<file path="src/rtl/pe_ctx_sequencer_pkg.sv">
// Shared types and defaults for the PE context sequencer.
// INST_W default follows the global PE_INST_WIDTH define when one is provided.
`ifndef PE_INST_WIDTH
`define PE_INST_WIDTH 48
`endif

package pe_ctx_sequencer_pkg;

  typedef enum logic [2:0] {
    S_IDLE,
    S_CLEAR,
    S_LOAD,
    S_RUN,
    S_DRAIN,
    S_DONE
  } seq_state_e;

  localparam int unsigned INST_W_DEF    = `PE_INST_WIDTH;
  localparam int unsigned CTX_DEPTH_DEF = 4;
  localparam int unsigned SEQ_CTX_W     = $clog2(CTX_DEPTH_DEF + 1);

  function automatic int unsigned clog2_min1(input int unsigned v);
    return (v > 1) ? $clog2(v) : 1;
  endfunction

endpackage

</file>
<file path="src/rtl/pe_load_addr_gen.sv">
// PE-major load address generator: ctx index wraps at the loaded context count and
// carries into the PE index; last flags the final word of the load.
module pe_load_addr_gen
  import pe_ctx_sequencer_pkg::*;
#(
  parameter int unsigned NUM_PE    = 16,
  parameter int unsigned CTX_DEPTH = 4
) (
  input  logic                                 clk_i,
  input  logic                                 rst_ni,
  input  logic                                 clr_i,
  input  logic                                 adv_i,
  input  logic [$clog2(CTX_DEPTH+1)-1:0]       ctx_num_i,
  output logic [clog2_min1(NUM_PE)-1:0]        pe_idx_o,
  output logic                                 last_o
);

  localparam int unsigned CW = $clog2(CTX_DEPTH + 1);
  localparam int unsigned PW = clog2_min1(NUM_PE);
  localparam logic [PW-1:0] PE_LAST = PW'(NUM_PE - 1);

  logic [CW-1:0] ctx_q, ctx_d;
  logic [PW-1:0] pe_q, pe_d;
  logic          ctx_wrap;

  assign ctx_wrap = (ctx_q == ctx_num_i - CW'(1));

  always_comb begin
    ctx_d = ctx_q;
    pe_d  = pe_q;
    if (clr_i) begin
      ctx_d = '0;
      pe_d  = '0;
    end else if (adv_i) begin
      if (ctx_wrap) begin
        ctx_d = '0;
        pe_d  = (pe_q == PE_LAST) ? '0 : pe_q + PW'(1);
      end else begin
        ctx_d = ctx_q + CW'(1);
      end
    end
  end

  always_ff @(posedge clk_i or negedge rst_ni) begin
    if (!rst_ni) begin
      ctx_q <= '0;
      pe_q  <= '0;
    end else begin
      ctx_q <= ctx_d;
      pe_q  <= pe_d;
    end
  end

  assign pe_idx_o = pe_q;
  assign last_o   = ctx_wrap && (pe_q == PE_LAST);

endmodule

</file>
<file path="src/rtl/pe_ctx_sequencer.sv">
// PE array context sequencer: clear, load contexts PE-major, run n strobes, drain, done.
// Optional SEQ_PERF_CNT_EN adds saturating perf_stall / perf_total counters.
module pe_ctx_sequencer
  import pe_ctx_sequencer_pkg::*;
#(
  parameter int unsigned INST_W    = INST_W_DEF,
  parameter int unsigned NUM_PE    = 16,
  parameter int unsigned CTX_DEPTH = 4,
  parameter int unsigned DRAIN_CYC = 3
) (
  input  logic                           clk,
  input  logic                           rst,
  input  logic                           start,
  input  logic                           abort,
  input  logic [$clog2(CTX_DEPTH+1)-1:0] ctx_num,
  input  logic                           cfg_valid,
  input  logic [INST_W-1:0]              cfg_data,
  output logic                           cfg_ready,
  output logic                           pe_clr,
  output logic [NUM_PE-1:0]              pe_init,
  output logic [INST_W-1:0]              pe_inst,
  output logic                           pe_run,
  output logic                           busy,
  output logic                           done
`ifdef SEQ_PERF_CNT_EN
  ,
  output logic [15:0]                    perf_stall,
  output logic [15:0]                    perf_total
`endif
);

  localparam int unsigned CW = $clog2(CTX_DEPTH + 1);
  localparam int unsigned PW = clog2_min1(NUM_PE);
  localparam int unsigned DW = clog2_min1(DRAIN_CYC);
  localparam logic [CW-1:0] CTX_MAX    = CW'(CTX_DEPTH);
  localparam logic [DW-1:0] DRAIN_LAST = DW'((DRAIN_CYC > 0) ? DRAIN_CYC - 1 : 0);

  seq_state_e        state_q, state_d;
  logic [CW-1:0]     ctx_n_q, ctx_n_d;
  logic [CW-1:0]     run_cnt_q, run_cnt_d;
  logic [DW-1:0]     drain_cnt_q, drain_cnt_d;
  logic              busy_q, cfg_ready_q, pe_clr_q, pe_run_q, done_q;
  logic [NUM_PE-1:0] pe_init_q, init_oh;
  logic [INST_W-1:0] pe_inst_q;
  logic [PW-1:0]     pe_idx;
  logic              load_last, hs, start_ok;

  assign start_ok = (state_q == S_IDLE) && start && !abort && (ctx_num != '0);
  assign hs       = cfg_ready_q && cfg_valid && !abort;

  pe_load_addr_gen #(
    .NUM_PE    (NUM_PE),
    .CTX_DEPTH (CTX_DEPTH)
  ) u_addr (
    .clk_i     (clk),
    .rst_ni    (rst),
    .clr_i     (state_q == S_CLEAR),
    .adv_i     (hs),
    .ctx_num_i (ctx_n_q),
    .pe_idx_o  (pe_idx),
    .last_o    (load_last)
  );

  always_comb begin
    init_oh         = '0;
    init_oh[pe_idx] = 1'b1;
  end

  always_comb begin
    state_d     = state_q;
    ctx_n_d     = ctx_n_q;
    run_cnt_d   = run_cnt_q;
    drain_cnt_d = drain_cnt_q;
    unique case (state_q)
      S_IDLE: begin
        if (start_ok) begin
          state_d = S_CLEAR;
          ctx_n_d = (ctx_num > CTX_MAX) ? CTX_MAX : ctx_num;
        end
      end
      S_CLEAR: state_d = S_LOAD;
      S_LOAD: begin
        if (hs && load_last) begin
          state_d   = S_RUN;
          run_cnt_d = '0;
        end
      end
      S_RUN: begin
        if (run_cnt_q == ctx_n_q - CW'(1)) begin
          state_d     = (DRAIN_CYC == 0) ? S_DONE : S_DRAIN;
          drain_cnt_d = '0;
        end else begin
          run_cnt_d = run_cnt_q + CW'(1);
        end
      end
      S_DRAIN: begin
        if (drain_cnt_q == DRAIN_LAST) state_d = S_DONE;
        else                           drain_cnt_d = drain_cnt_q + DW'(1);
      end
      S_DONE:  state_d = S_IDLE;
      default: state_d = S_IDLE;
    endcase
    if (abort && state_q != S_IDLE) state_d = S_IDLE;
  end

  // Strobes are registered from the next state so each output is a flop, not a decode.
  always_ff @(posedge clk or negedge rst) begin
    if (!rst) begin
      state_q     <= S_IDLE;
      ctx_n_q     <= '0;
      run_cnt_q   <= '0;
      drain_cnt_q <= '0;
      busy_q      <= 1'b0;
      cfg_ready_q <= 1'b0;
      pe_clr_q    <= 1'b0;
      pe_run_q    <= 1'b0;
      done_q      <= 1'b0;
      pe_init_q   <= '0;
      pe_inst_q   <= '0;
    end else begin
      state_q     <= state_d;
      ctx_n_q     <= ctx_n_d;
      run_cnt_q   <= run_cnt_d;
      drain_cnt_q <= drain_cnt_d;
      busy_q      <= (state_d != S_IDLE);
      cfg_ready_q <= (state_d == S_LOAD);
      pe_clr_q    <= (state_d == S_CLEAR);
      pe_run_q    <= (state_d == S_RUN);
      done_q      <= (state_d == S_DONE);
      pe_init_q   <= hs ? init_oh : '0;
      if (hs) pe_inst_q <= cfg_data;
    end
  end

  assign busy      = busy_q;
  assign cfg_ready = cfg_ready_q;
  assign pe_clr    = pe_clr_q;
  assign pe_run    = pe_run_q;
  assign done      = done_q;
  assign pe_init   = pe_init_q;
  assign pe_inst   = pe_inst_q;

`ifdef SEQ_PERF_CNT_EN
  logic [15:0] stall_q, total_q;

  always_ff @(posedge clk or negedge rst) begin
    if (!rst) begin
      stall_q <= '0;
      total_q <= '0;
    end else if (start_ok) begin
      stall_q <= '0;
      total_q <= '0;
    end else if (state_q != S_IDLE) begin
      if (total_q != '1) total_q <= total_q + 16'd1;
      if (state_q == S_LOAD && !cfg_valid && stall_q != '1) stall_q <= stall_q + 16'd1;
    end
  end

  assign perf_stall = stall_q;
  assign perf_total = total_q;
`endif

endmodule
</file>
<file path="config.mk">
export PLATFORM = sky130hd
export DESIGN_NAME = pe_ctx_sequencer
export DESIGN_NICKNAME = d
export VERILOG_FILES = /design/src/rtl/pe_ctx_sequencer_pkg.sv /design/src/rtl/pe_load_addr_gen.sv /design/src/rtl/pe_ctx_sequencer.sv
export SDC_FILE = /design/constraint.sdc
export NUM_CORES = 1
export LEC_CHECK = 0
export CAP_MARGIN = 25
export CORE_ASPECT_RATIO = 2
export CORE_MARGIN = 2
export CORE_UTILIZATION = 45
export DETAILED_ROUTE_END_ITERATION = 8
export PLACE_DENSITY = 0.9
export SYNTH_ARGS = -nofsm -noshare
export SYNTH_HDL_FRONTEND = slang
export SYNTH_SLANG_ARGS = --single-unit
</file>
<file path="constraint.sdc">
create_clock -name clk -period 2.4 [get_ports clk]
set_input_delay 0.24 -clock clk [delete_from_list [all_inputs] [get_ports clk]]
set_output_delay 0.24 -clock clk [all_outputs]
set_load 0.02 [all_outputs]
</file>
== Yosys cells after proc, flatten, opt, wreduce, memory -nomap -nowiden ==
Cells that the tools add are included.

* Add/sub/neg operators: 5
* Multiply operators: 0
* Div/mod/pow operators: 0
* Magnitude comparators: 3
* Equality and inequality tests: 16
* Shifts and indexed selects: 0
* Mux-type cells: 23
* Bitwise operators: 0
* Reduce and logical (&&, ||, !) cells: 22

{| class="wikitable"
|+ Operators with widths
! kind !! count
|-
| 2-to-1 mux 3 bit || 11
|-
| 2-to-1 mux 16 bit || 1
|-
| 2-to-1 mux 4 bit || 4
|-
| case mux 3 bit (5 select lines) || 1
|-
| == test 3 x 2 -> 1 bit (second input constant) || 4
|-
| logical AND 1 bit || 9
|-
| nonzero test 3 bit || 3
|-
| inequality test 2 bit (second input constant) || 4
|-
| nonzero test 2 bit || 4
|-
| adder 3 x 1 -> 3 bit (second input constant) || 2
|-
| == test 3 x 1 -> 1 bit (second input constant) || 2
|-
| == test 3 bit || 2
|-
| == test 3 bit (second input constant) || 2
|-
| case mux 3 bit (2 select lines) || 1
|-
| AND reduction 3 bit || 2
|-
| less-than comparator 4 x 5 -> 1 bit (second input constant) || 1
|-
| adder 4 x 1 -> 4 bit (second input constant) || 1
|-
| demux 1 bit (select 4 bit) || 1
|-
| == test 4 bit (second input constant) || 1
|-
| >= comparator 4 x 1 -> 1 bit (second input constant) || 1
|-
| 2-to-1 mux 2 bit || 2
|-
| case mux 2 bit (2 select lines) || 1
|-
| AND reduction 2 bit || 2
|-
| greater-than comparator 3 bit (second input constant) || 1
|-
| other kinds (6) || 6
|}

* Bits in registers: 87
* Latch bits: 0
* RAM bits: 0
* Memory bits (read-only): 0
* Output and inout bits: 69
* Word-level logic and storage cells: 82
* Memories: 0

== Logic depth before layout (Yosys ltp) ==
Gate-level depths: netlist (run 1).

* Depth after elaboration: 8
* Mapped depth: 6
* Gate-level depth less buffers: 6

== By module ==
Synthesis (run 1) repeated with hierarchy kept, for this count alone.

* Cell total of the unflattened synthesis: 369
* Area total of the unflattened synthesis: 3580.9 µm²

{| class="wikitable"
|+ By module, submodules not included
! module !! instances !! cells an instance !! area each (µm²) !! sequential area each (µm²)
|-
| pe_ctx_sequencer || 1 || 321 || 3111.7 || 2001.9
|-
| pe_load_addr_gen || 1 || 48 || 469.2 || 175.2
|}

== Least setup slack after synthesis (run 1) ==
Ideal clock, no wire load.

* Path kind: register to register
* Start point: register ctx_n_q[0]
* End point: register done_q, in the netlist done
* Arrival: 1.680 ns
* Required time: 2.306 ns
* Slack: 0.627 ns
* Stages on the path, launching flop included: 7
* Cells stage by stage: dfrtp_1 -> inv_1 -> ha_1 -> xor2_1 -> nand3_2 -> or2_4 -> a221oi_2

* Longest elaborated chain between the ends: 8
* Elaborated cells between the ends (all ways): 10
* Classes of those cells: 1 x add/sub; 3 x eq/ne; 4 x mux; 2 x reduce/logical

{| class="wikitable"
|+ RTL lines
! item !! RTL line !! source
|-
| start: declaration || pe_ctx_sequencer.sv:39 || <nowiki>logic [CW-1:0] ctx_n_q, ctx_n_d;</nowiki>
|-
| start signal: assignment || pe_ctx_sequencer.sv:122 || <nowiki>ctx_n_q <= ctx_n_d;</nowiki>
|-
| subtractor 3 x 1 -> 3 bit (*) || pe_load_addr_gen.sv:26, pe_ctx_sequencer.sv:89 ||
|-
| == test 3 bit || pe_load_addr_gen.sv:26 || <nowiki>assign ctx_wrap = (ctx_q == ctx_num_i - CW'(1));</nowiki>
|-
| logical AND 1 bit || pe_load_addr_gen.sv:55 || <nowiki>assign last_o = ctx_wrap && (pe_q == PE_LAST);</nowiki>
|-
| logical AND 1 bit || pe_ctx_sequencer.sv:83 || <nowiki>if (hs && load_last) begin</nowiki>
|-
| 2-to-1 mux 3 bit || pe_ctx_sequencer.sv:83 ||
|-
| case mux 3 bit (5 select lines) (*) || pe_ctx_sequencer.sv:74 || <nowiki>unique case (state_q)</nowiki>
|-
| 2-to-1 mux 3 bit (*) || pe_ctx_sequencer.sv:103 || <nowiki>if (abort && state_q != S_IDLE) state_d = S_IDLE;</nowiki>
|-
| == test 3 bit (*) || pe_ctx_sequencer.sv:129 || <nowiki>done_q <= (state_d == S_DONE);</nowiki>
|-
| end signal: assignment || pe_ctx_sequencer.sv:129 ||
|-
| end: declaration || pe_ctx_sequencer.sv:42 || <nowiki>logic busy_q, cfg_ready_q, pe_clr_q, pe_run_q, done_q;</nowiki>
|}

Every way passes the cells marked *; elsewhere a longest branch is shown, timed or not.
A chain may end at the register's enable or synchronous reset.

== Worst setup path in the final report (run 1) ==
Ends and elaborated chain as after synthesis.

==> results of run 1 <==
## power by group through the flow
| stage | sequential (mW) | clock (mW) | combinational (mW) |
|---|---|---|---|
| 5_1_grt | 2.29 | 1.54 | 2.50 |
| 6_report | 2.24 | 1.45 | 2.30 |
| 3_3_place_gp | 2.24 | 0 | 2.24 |
| 2_1_floorplan | 2.75 | 0 | 0.642 |
| 4_1_cts | 2.24 | 1.49 | 2.33 |
| 3_5_place_dp | 2.26 | 0 | 2.32 |
## critical path: cells and delay by family, from the launching register on
family	cells	cell delay, ns
buf+inv	1	0.07
simple gates	2	0.54
fa+ha+maj	1	0.34
compound gates	1	0.26
flops	1	0.39
xor+xnor	1	0.27
## kinds of logic after synthesis
logic type	count (synthesis)	share of synthesized area, %
and+or+nand+nor	209	25.08
xor gates and xnor gates	8	2.825
DFF	87	60.69
muxes	2	0.5929
adders and majority gates	9	3.070
buffers and inverters	23	2.581
AOI/OAI and AO/OA	27	5.162
## cell type report
class	instances	area, sq um
Clock inverter	5	83.83
Sequential cell	87	2177
Fill cell	621	2566
Timing Repair Buffer	130	1299
Tap cell	96	120.1
Multi-Input combinational cell	255	1319
Clock buffer	10	229.0
Inverter	9	33.78
## worst paths after layout
check	start	to	slack (ns)	cells past startpoint
min in group asynchronous	rst	pe_init[11]$_DFF_PN0_	0.44	2
worst min-delay path	cfg_data[42]	pe_inst[42]$_DFFE_PN0P_	0.43	3
worst max-delay path	ctx_n_q[0]$_DFFE_PN0P_	done$_DFF_PN0_	0.43	6
max in group asynchronous	rst	pe_inst[14]$_DFFE_PN0P_	1.35	3
worst max register to register	ctx_n_q[0]$_DFFE_PN0P_	done$_DFF_PN0_	0.43	6
worst min register to register	pe_inst[1]$_DFFE_PN0P_	pe_inst[1]$_DFFE_PN0P_	0.47	2
## synth_stat cells (3+ instances only)
cell	n
inv_1	9
o21ai_0	6
nor3_1	5
ha_1	8
dfrtp_1	87
nand2b_1	3
nor2_1	20
xor2_1	4
or3_1	3
a21oi_1	7
nand2_1	157
clkbuf_1	10
## through the flow
| stage | instance area (sq um) | setup slack, ns | utilization [%] |
|---|---|---|---|
| 6_report | 5261 | 0.4278 | 67.22 |
| 5_1_grt | 5261 | 0.3048 | 67.22 |
| 4_1_cts | 5261 | 0.4268 | 67.22 |
| 3_5_place_dp | 4938 | 0.4366 | 63.09 |
| 3_3_place_gp | 4938 | 0.4920 | 63.09 |
| 2_1_floorplan | 3587 | 0.6267 | - |
## registers in the layout, indices dropped and copies added, names as in the netlist
register / flops
busy: 1
cfg_ready: 1
ctx_n_q: 3
done: 1
drain_cnt_q: 2
pe_clr: 1
pe_init: 16
pe_inst: 48
pe_run: 1
run_cnt_q: 3
state_q: 3
u_addr.ctx_q: 3
u_addr.pe_idx_o: 4
## layer usage
metal  vias up  wire, microns  global-route usage (%)
li1       1418              -                       -
met1      1335           3262                   23.34
met2       125           3975                   33.95
met3         8            853                   8.448
met4         0            100                   6.122
met5         -              0                       0
==> metrics.yaml, run 1 <==
layoutNonFillerInstCount: 592
power.leakage_nw: 2.520
path_cells: "inv_1 > ha_1 > xor2_1 > nand3_2 > or2_4 > a221oi_2"
route.detailed.drc: 0
critPathKind: "reg2reg"
slew_viol_final: 0
tightest_slew_ns: 0.5627
synth.avg_cell_area_sq_um: 9.828
die_area_sq_mm: 0.008745
wl_per_cell_microns: 13.84
power_switching_mw: 2.031
grt_max_degree: 46
yosys.area.top_type: "dfrtp_1"
syn_nets: 429
dp.cells: 576
clk_pin_slew_ns: 0.06
io_pins: 125
slowest_delay_ns: 0.39
fin_setup_tns_ns: 0
ys_warn_count: 0
grt_overflow: 0
first_global_vias: 2895
numCtsBuffers: 9
postCtsSetupRepairBufs: 0
synth_top_cells_by_area: "dfrtp_1 61%, nand2_1 16%, ha_1 2.8%"
hp-class: "in2reg"
max-slew-margin-rel_pct: 62.49
ys_seq_elements: 87
routed_wl_microns: 8192
critPathLaunchType: "flip-flop"
start_util_pct: 45.83
fin_skew_ns: 0.003615
fin_nets: 556
cts_resized: 0
peakVddDrop_mv: 0.8077
cts_tree: "built"
combPwrFrac_pct: 38.4
drt_pass1_iterations: 4
fmax_ghz: 0.5070
fin_crit_sh_pct: 82.18
final_common_cell: "nand2_1"
internal-power_mw: 3.961
synth_ff_type: "dfrtp_1"
routed_via_density: 4.875
grt_pass1_wl_microns: 13330
endpoint_kind: "flip-flop"
grt_antenna_before_repair: 0
drive_gt1_share_pct: 6.653
clock-root-buffer: "clkbuf_16"
die_h_microns: 130.3
setup_viol: 0
port_buffers: 124
grt_use_total_pct: 20.28
cap_violations: 0
seqPwrFrac_pct: 37.4
area_growth_pct: 46.67
layout_common_cells: "157 x nand2_1, 123 x clkdlybuf4s50_1, 87 x dfrtp_1"
dp_hpwl_microns: 6032
rsz0062_at_grt: "false"
seq_area_frac_synth_pct: 60.69
holdBufCountCts: 1
ant_nets: 0
synth-async-reset-ratio_pct: 100.0
yosys.cell_types.count: 47
antennaDiodeCount: 0
gp_congestion: 0.8246
core_sq_mm: 0.007828
power.share.switching_pct: 33.89
cts_buffer_depth: 2
synth_top_area_share_pct: 60.69
hold_viol: 0
clkSinkCount: 87
drt-initial-drc-count: 151
timing.hold.ws_ns: 0.4284
total_power_mw: 5.992
die_w_microns: 67.13
syn_inst: 365
crit_required_ns: 2.64
crit_arrival_ns: 2.22
vias: 2886
path_max_fanout: 8
synth_edf_count: 0
cp_slowest_cell: "dfrtp_1"
status: "complete, no violations"
p_per_area_mw_per_mm2: 1139
htreeDepth: 3
rows: 46
power.share.clock_pct: 24.2
clk_latency_ns: 0.33
netlist_area_sq_mm: 0.003587
post-route-min-period_ns: 1.972
No activity file was read; power rests on OpenSTA's default activity.
==> inputs of run 2 (changes only) <==
- CORE_UTILIZATION: 45 -> 41
- PLACE_DENSITY: 0.9 -> 0.87
- clock period: 2.4 -> 1.7 ns (I/O delays scaled with it)
==> run 2 against run 1 <==
Net effect:
- the run now ends with setup timing left
- combinational power up 50%
- count of clock-buffer cells in the layout up 1
- sequential cell count unchanged
- die area up 9.3%
- maximum frequency up 15%
- cell count up 3.2%
- sequential share of layout area down 1.7 points
- setup slack worse by 0.44 ns
- largest power group unchanged
==> metrics.yaml, run 2 (synthesized netlist as in run 1, its figures left out) <==
final_util_pct: 63.83  # -3.4 points
area_growth_pct: 52.81
grt_use_total_pct: 19.38  # -0.90 points
peakVddDrop_mv: 1.014  # +26%
internal-power_mw: 5.728  # +45%
htreeDepth: 3  # unchanged
cts_tree: "built"
cts_buffer_depth: 2  # unchanged
ant_nets: 0  # unchanged
wl_per_cell_microns: 14.78  # +6.8%
drive_gt1_share_pct: 10.96  # +4.3 points
die_h_microns: 136.3  # +4.6%
fmax_ghz: 0.5853  # +15%
power.leakage_nw: 2.623  # +4.1%
max-slew-margin-rel_pct: 65.29  # +2.8 points
status: "finished with violations"
hold_viol: 0  # unchanged
fin_skew_ns: 0.006196  # +0.002581 ns
path_max_fanout: 4  # -4
combPwrFrac_pct: 39.4  # +1.0 points
layoutNonFillerInstCount: 611  # +3.2%
grt_pass1_wl_microns: 14320  # +7.4%
die_w_microns: 70.14  # +4.5%
rows: 48  # +4.3%
fin_crit_sh_pct: 100.5  # +18 points
start_util_pct: 41.77  # -4.1 points
slowest_delay_ns: 0.36  # -0.03 ns
setup_viol: 1  # +1
io_pins: 125  # unchanged
hp-class: "in2async"
fin_nets: 570  # +2.5%
total_power_mw: 8.734  # +46%
tightest_slew_ns: 0.5185  # -0.04427 ns
dp.cells: 592  # +2.8%
power.share.switching_pct: 34.41  # +0.52 points
die_area_sq_mm: 0.009559  # +9.3%
crit_family: "simple AND/OR/NAND/NOR gates"
drt_pass1_iterations: 4  # unchanged
final_common_cell: "nand2_1"
vias: 3007  # +4.2%
route.detailed.drc: 0  # unchanged
core_sq_mm: 0.008588  # +9.7%
grt_antenna_before_repair: 0  # unchanged
power_switching_mw: 3.005  # +48%
setup_ws_ns: -0.008642  # -0.4364 ns
clock-root-buffer: "clkbuf_16"
violations: "setup timing"
crit_required_ns: 1.95  # -0.69 ns
rsz0062_at_grt: "true"
r2r_slack_ns: -0.009  # -0.44 ns
p_per_area_mw_per_mm2: 1593  # +40%
seqPwrFrac_pct: 36.4  # -1.0 points
routed_via_density: 4.921  # +0.95%
port_buffers: 124  # unchanged
layout_common_cells: "157 x nand2_1, 123 x clkdlybuf4s50_1, 87 x dfrtp_1"
fin_setup_tns_ns: -0.008642  # -0.008642 ns
crit_arrival_ns: 1.96  # -0.26 ns
path_cells: "inv_2 > ha_4 > xor2_4 > nand3_4 > or2_4 > a221oi_2"
cap_violations: 0  # unchanged
slew_viol_final: 0  # unchanged
grt_overflow: 0  # unchanged
power.share.clock_pct: 24.2  # about the same
critPathLaunchType: "flip-flop"
post-route-min-period_ns: 1.709  # -0.2636 ns
gp_congestion: 0.8775  # +6.4%
drt-initial-drc-count: 145  # -4.0%
clkSinkCount: 87  # unchanged
clk_latency_ns: 0.34  # about the same
grt_max_degree: 41  # -11%
dp_hpwl_microns: 6773  # +12%
cp_slowest_cell: "dfrtp_1"
critPathKind: "reg2reg"
postLayoutCellArea_sq_mm: 0.005482  # +4.2%
numCtsBuffers: 9  # unchanged
largest_register_ffs: 48  # unchanged
worstPathBufferInverterCount: 1  # unchanged
placed_cell_area_sq_mm: 0.005086  # +3.0%
first_global_vias: 3157  # +9.1%
antennaDiodeCount: 0  # unchanged
clk_pin_slew_ns: 0.06  # about the same
routed_wl_microns: 9029  # +10%
endpoint_kind: "flip-flop"
## run 2: worst reg2reg max path, cell delays in order (launching register included)
cell,delay [ns]
dfrtp_1,0.36
inv_2,0.06
ha_4,0.31
xor2_4,0.22
nand3_4,0.12
or2_4,0.29
a221oi_2,0.26
## run 2: through the flow
step                hold WS [ns]  setup WS (ns)
floorplan                -0.1256        0.03603
global placement          0.1418        0.01782
detailed placement        0.1513       -0.01856
CTS                       0.3307       -0.01209
global route              0.3480       -0.06304
finish                    0.3157      -0.008642
## run 2: area by class of cell
class | instances | area (sq um)
flip-flops and latches | 87 | 2177
repair buffers | 144 | 1433
clock buffers | 11 | 242.7
fillers | 685 | 3107
inverters | 9 | 33.78
clock inverters | 5 | 81.33
multi-input cells | 255 | 1389
well taps | 100 | 125.1
## run 2: per-layer routing
layer	global-route usage [%]	part of all wire (%)	wire length [microns]
met1	19.67	36	3251
met2	35.98	58	5202
met3	4.448	3.5	317
met4	10.47	2.9	258
met5	0	0	0
## run 2: path summary, 6_finish.rpt
kind / from / to / cells past startpoint
max reg2reg: ctx_n_q[0]$_DFFE_PN0P_ / done$_DFF_PN0_ / 6
min in group clk: cfg_data[3] / pe_inst[3]$_DFFE_PN0P_ / 3
min reg2reg: pe_inst[17]$_DFFE_PN0P_ / pe_inst[17]$_DFFE_PN0P_ / 2
max in group asynchronous: rst / pe_inst[1]$_DFFE_PN0P_ / 3
min: rst / busy$_DFF_PN0_ / 2
max: ctx_n_q[0]$_DFFE_PN0P_ / done$_DFF_PN0_ / 6
## run 2: what timing repair did
item,4_1_cts,5_1_grt
setup buffers,0,2
pin swaps,0,4
setup endpoints to repair,2,8
hold buffers,1,0
resized for setup,2,6
endpoints found under the hold margin,34,0
## run 2: power groups by stage
stage / Clock [mW] / Sequential [mW] / Combinational [mW]
after floorplan: 0 / 3.89 / 0.941
after global placement: 0 / 3.15 / 3.29
after detailed placement: 0 / 3.20 / 3.38
after CTS: 2.16 / 3.17 / 3.44
after global routing: 2.24 / 3.25 / 3.67
final: 2.11 / 3.18 / 3.44
